--- config.mk ---
export PLATFORM = sky130hd
export DESIGN_NAME = pipe_arith_hs
export DESIGN_NICKNAME = d
export VERILOG_FILES = /design/src/rtl/pipe_arith_hs.sv
export SDC_FILE = /design/constraint.sdc
export NUM_CORES = 1
export LEC_CHECK = 0
export ABC_AREA = 0
export BUFFER_PORTS_ARGS = -buffer_cell sky130_fd_sc_hd__clkbuf_2
export CAP_MARGIN = 20
export CORE_AREA = 2 2 95 134
export DETAILED_ROUTE_END_ITERATION = 8
export DIE_AREA = 0 0 97 136
export PLACE_DENSITY = 0.85
export SLEW_MARGIN = 20
export SYNTH_ARGS = -nofsm -noshare
export SYNTH_HDL_FRONTEND = slang
export SYNTH_SLANG_ARGS = --single-unit
--- constraint.sdc ---
create_clock -name clk -period 6.9 [get_ports clk]
set_input_delay 1.38 -clock clk [delete_from_list [all_inputs] [get_ports clk]]
set_output_delay 1.38 -clock clk [all_outputs]
set_load 0.01 [all_outputs]
--- src/rtl/pipe_arith_hs.sv ---
// 3-stage F = ((A+B) op (C-D)) * D with valid/ready; 3-cycle latency, 1 beat/cycle, holds up to 3 beats under backpressure.
// Define PIPE_ARITH_CNT_EN to add the 16-bit res_cnt output-transfer counter.
module pipe_arith_hs #(
  parameter int N = 10
) (
  input  logic             clk,
  input  logic             rst,
  input  logic             in_valid,
  output logic             in_ready,
  input  logic [N-1:0]     A,
  input  logic [N-1:0]     B,
  input  logic [N-1:0]     C,
  input  logic [N-1:0]     D,
  input  logic             mode,
  output logic             out_valid,
  input  logic             out_ready,
  output logic [2*N-1:0]   F
`ifdef PIPE_ARITH_CNT_EN
  ,
  output logic [15:0]      res_cnt
`endif
);

  localparam int OUTW = 2 * N;

  logic            v1_q, v1_d, m1_q, m1_d;
  logic [N-1:0]    x1_q, x1_d, x2_q, x2_d, d1_q, d1_d;
  logic            v2_q, v2_d;
  logic [N-1:0]    x3_q, x3_d, d2_q, d2_d;
  logic            v3_q, v3_d;
  logic [OUTW-1:0] f_q, f_d;
  logic            ready1, ready2, ready3;
  logic [OUTW-1:0] prod;

  assign ready3    = !v3_q || out_ready;
  assign ready2    = !v2_q || ready3;
  assign ready1    = !v1_q || ready2;
  assign in_ready  = ready1;
  assign out_valid = v3_q;
  assign F         = f_q;

  // Zero-extend both factors so the product keeps all 2N bits.
  assign prod = {{N{1'b0}}, x3_q} * {{N{1'b0}}, d2_q};

  always_comb begin
    v1_d = v1_q;
    x1_d = x1_q;
    x2_d = x2_q;
    d1_d = d1_q;
    m1_d = m1_q;
    v2_d = v2_q;
    x3_d = x3_q;
    d2_d = d2_q;
    v3_d = v3_q;
    f_d  = f_q;
    if (ready1) begin
      v1_d = in_valid;
      x1_d = A + B;
      x2_d = C - D;
      d1_d = D;
      m1_d = mode;
    end
    if (ready2) begin
      v2_d = v1_q;
      x3_d = m1_q ? (x1_q - x2_q) : (x1_q + x2_q);
      d2_d = d1_q;
    end
    if (ready3) begin
      v3_d = v2_q;
      f_d  = prod;
    end
  end

  always_ff @(posedge clk) begin
    if (rst) begin
      v1_q <= 1'b0;
      x1_q <= '0;
      x2_q <= '0;
      d1_q <= '0;
      m1_q <= 1'b0;
      v2_q <= 1'b0;
      x3_q <= '0;
      d2_q <= '0;
      v3_q <= 1'b0;
      f_q  <= '0;
    end else begin
      v1_q <= v1_d;
      x1_q <= x1_d;
      x2_q <= x2_d;
      d1_q <= d1_d;
      m1_q <= m1_d;
      v2_q <= v2_d;
      x3_q <= x3_d;
      d2_q <= d2_d;
      v3_q <= v3_d;
      f_q  <= f_d;
    end
  end

`ifdef PIPE_ARITH_CNT_EN
  logic [15:0] cnt_q, cnt_d;

  always_comb begin
    cnt_d = cnt_q;
    if (v3_q && out_ready) cnt_d = cnt_q + 16'd1;
  end

  always_ff @(posedge clk) begin
    if (rst) cnt_q <= '0;
    else     cnt_q <= cnt_d;
  end

  assign res_cnt = cnt_q;
`endif

endmodule

==> load_flow_metrics.sql <==
INSERT INTO impl_metrics (metric_group, metric, value, unit) VALUES
('outcome', 'run_status', 'finished, final reports clean', ''),
('timing', 'slew_headroom', '51.49', '%'),
('synth', 'synth.yosys.seq_area_share', '20.89', '%'),
('synth', 'synth.cell_area', '7092', 'um2'),
('final_layout', 'layout-drive-gt1-share', '10.13', '%'),
('clock_network', 'clkSinkCount', '74', ''),
('grt', 'gr-total-overflow', '0', ''),
('power', 'total_power', '1.648', 'mW'),
('floorplan', 'rows', '48', ''),
('setup_path', 'cpLargestDelayFamily', 'adder cells', ''),
('min_path', 'hold_crit_path_type', 'reg -> reg', ''),
('setup_path', 'crit_end_element', 'flip-flop', ''),
('clock_network', 'clk-insertion-delay-late', '0.34', 'ns'),
('setup_path', 'combined_buffer_and_inverter_count_along_the_critical_path', '5', ''),
('clock_network', 'cts-hold-fix-buffers', '0', ''),
('synth', 'synthesis.area_per_instance', '8.304', 'um2'),
('final_layout', 'multi_input_area', '5141', 'um2'),
('setup_path', 'worst_path_largest_cell_delay', '0.54', 'ns'),
('detailed_routing', 'route.detailed.drc', '0', ''),
('synth', 'postSynthCellCount', '854', ''),
('detailed_routing', 'routedLengthMet1', '6114', 'um'),
('final_layout', 'finalNetCount', '1086', ''),
('final_layout', 'final-seq-area', '1481', 'um2'),
('timing', 'fin_setup_tns', '0', 'ns'),
('setup_path', 'crit_path_start_kind', 'flip-flop', ''),
('run', 'maxCapViolations', '0', ''),
('timing', 'period_minus_slack', '5.338', 'ns'),
('floorplan', 'design.portCount', '67', ''),
('detailed_routing', 'total_wirelength_of_the_detailed_routed_design', '15120', 'um'),
('timing', 'final_hold_viol_count', '0', ''),
('detailed_routing', 'routed-wl-met2', '8181', 'um'),
('min_path', 'worst_hold_startpoint', 'F[1]', ''),
('setup_path', 'critical_path.cell_chain', 'nand2_1 > fa_1 > inv_1 > fa_1 > inv_1 > fa_1 > inv_1 > fa_1 > inv_1 > fa_1 > inv_1 > ha_1 > a21o_1 > o31a_1 > a211o_1 > a31o_1 > a221o_1', ''),
('power', 'powerDensity', '211.6', 'nW/um2'),
('placed_design', 'placedInstanceArea', '7486', 'um2'),
('final_layout', 'insertedDiodeCount', '0', ''),
('placed_design', 'dpl.hpwl', '12120', 'um'),
('timing', 'grt_setup_unrepaired', 'false', ''),
('detailed_routing', 'avg_vias_per_cell', '5.555', ''),
('setup_path', 'criticalPathCategory', 'reg -> reg', ''),
('floorplan', 'placeable_core_area', '12070', 'um2'),
('clock_network', 'cts.reportedPaths.clkPinSlew', '0.06', 'ns'),
('setup_path', 'worstSetupPathDepth', '17', ''),
('power', 'ir_worst_vdd', '0.1279', 'mV'),
('timing', 'fin_ws', '1.562', 'ns'),
('setup_path', 'reg_to_reg_setup_timing_slack', '1.56', 'ns'),
('detailed_routing', 'dr.first_iter.drc_count', '294', ''),
('min_path', 'hold-path-cell-count', '2', ''),
('floorplan', 'fp.dieW', '97', 'um'),
('clock_network', 'post_cts_resized', '0', ''),
('timing', 'finClkSkew', '0.008292', 'ns'),
('synth', 'yosysWarningCount', '0', ''),
('setup_path', 'critical_path.reg2reg.endpoint', 'F[19]', ''),
('grt', 'grt_max_degree', '66', ''),
('floorplan', 'die_height', '136', 'um'),
('min_path', 'hold-path-endpoint', 'F[1]', ''),
('setup_path', 'timing.critical_path.slowest_stage_cell', 'fa_1', ''),
('detailed_routing', 'wl_met3', '478', 'um'),
('floorplan', 'dieArea', '13190', 'um2'),
('final_layout', 'syn_to_final_growth', '9.862', '%'),
('timing', 'post-route-period-util', '77.37', '%'),
('detailed_routing', 'antenna_violating_nets_post_route', '0', ''),
('synth', 'synth_flop_cell', 'dfxtp_1', ''),
('grt', 'track_usage', '23.80', '%'),
('grt', 'first_pass_grt_wire_length', '25870', 'um'),
('power', 'leakage_power_summed_over_all_cells', '3.880', 'nW'),
('synth', 'ys_seq_elements', '74', ''),
('setup_path', 'worstPathArrival', '5.56', 'ns'),
('floorplan', 'start_util', '58.75', '%'),
('timing', 'timing_worst_slew_pin_value', '0.7276', 'ns'),
('clock_network', 'cts.repair_timing.setup_buffer_count', '0', '');
==> stage by stage <==
stage	utilization [%]	hold WS, ns	instances
3_3_place_gp	62.01	0.4363	1032
6_report	64.54	0.4480	1048
5_1_grt	64.54	0.4639	1048
3_5_place_dp	62.01	0.4459	1032
2_1_floorplan	-	0.4307	854
4_1_cts	64.54	0.4547	1048
==> metal layers <==
metal / vias to the layer above / GRT usage, %
met3: 29 / 3.239
met2: 128 / 45.76
met5: - / 0
met4: 0 / 8.216
met1: 2769 / 26.80
li1: 2896 / -
==> registers in the layout (all words and copies together), names as in the netlist <==
| register | cells |
|---|---|
| F | 20 |
| x1_q | 10 |
| m1_q | 1 |
| v1_q | 1 |
| out_valid | 1 |
| v2_q | 1 |
| d2_q | 10 |
| x3_q | 10 |
| x2_q | 10 |
| d1_q | 10 |
==> cell type report <==
class	count	share of cell area, %
inverters	82	3.951
clock buffers	11	3.115
multi-input cells	655	65.99
repair buffers	71	4.721
clock inverters	5	0.8030
flip-flops and latches	74	19.01
well taps	150	2.409
==> Yosys cell counts, types with 4 or more instances <==
cell	n	area, um2
a211oi_1	15	112.6
a21o_1	6	45.04
a21oi_1	66	330.3
a31oi_1	6	37.54
and2_1	66	412.9
and3_1	6	37.54
buf_1	4	15.01
clkbuf_1	39	146.4
dfxtp_1	74	1481
fa_1	65	1301
ha_1	83	1039
inv_1	82	307.8
nand2_1	132	495.5
nand2b_1	9	56.30
nand3_1	12	60.06
nor2_1	44	165.2
nor2b_1	8	50.05
nor3_1	15	75.07
o21a_1	4	30.03
o21ai_0	28	140.1
o21ai_1	4	20.02
o21bai_1	4	30.03
o31ai_1	5	37.54
xnor2_1	28	245.2
xor2_1	10	87.58
==> worst max path at each step <==
| stage | start | endpoint | slack, ns |
|---|---|---|---|
| after floorplan | d2_q[3] | F[19] | 1.71 |
| after global placement | x3_q[5] | F[19] | 1.65 |
| after detailed placement | x3_q[5] | F[19] | 1.60 |
| after CTS | x3_q[5] | F[19] | 1.58 |
| after global routing | x3_q[6] | F[19] | 1.37 |
| final | x3_q[5] | F[19] | 1.56 |
==> worst reg2reg max path, stage by stage, from the launching register on <==
cell     delay, ns
dfxtp_1       0.50
nand2_1       0.13
fa_1          0.54
inv_1         0.05
fa_1          0.49
inv_1         0.05
fa_1          0.47
inv_1         0.05
fa_1          0.53
inv_1         0.06
fa_1          0.53
inv_1         0.04
ha_1          0.34
a21o_1        0.21
o31a_1        0.33
a211o_1       0.36
a31o_1        0.24
a221o_1       0.31
==> cells by family (layout without fill, tap and decap cells) <==
group / after synthesis / count (layout) / synth area share (%)
DFF: 74 / 74 / 20.89
xor gates and xnor gates: 38 / 38 / 4.693
buffers and inverters: 125 / 169 / 6.616
AOI/OAI and AO/OA: 164 / 164 / 14.33
adders and majority gates: 148 / 148 / 32.99
and+or+nand+nor: 303 / 303 / 20.20
muxes: 2 / 2 / 0.2823
==> layout by cell type (no fill, tap or decap), types with 28 or more instances in the layout <==
master | netlist | final
o21ai_0 | 28 | 28
inv_1 | 82 | 82
clkbuf_2 | 0 | 66
fa_1 | 65 | 65
xnor2_1 | 28 | 28
nor2_1 | 44 | 44
nand2_1 | 132 | 132
ha_1 | 83 | 83
a21oi_1 | 66 | 66
dfxtp_1 | 74 | 74
and2_1 | 66 | 67
==> where the power goes <==
part	switching (mW)	internal, mW	total [mW]	leakage (nW)
combinational	0.322	0.266	0.587	3.13
sequential	0.0904	0.489	0.579	0.612
clock	0.190	0.292	0.482	0.142
No activity file was read; power rests on OpenSTA's default activity.
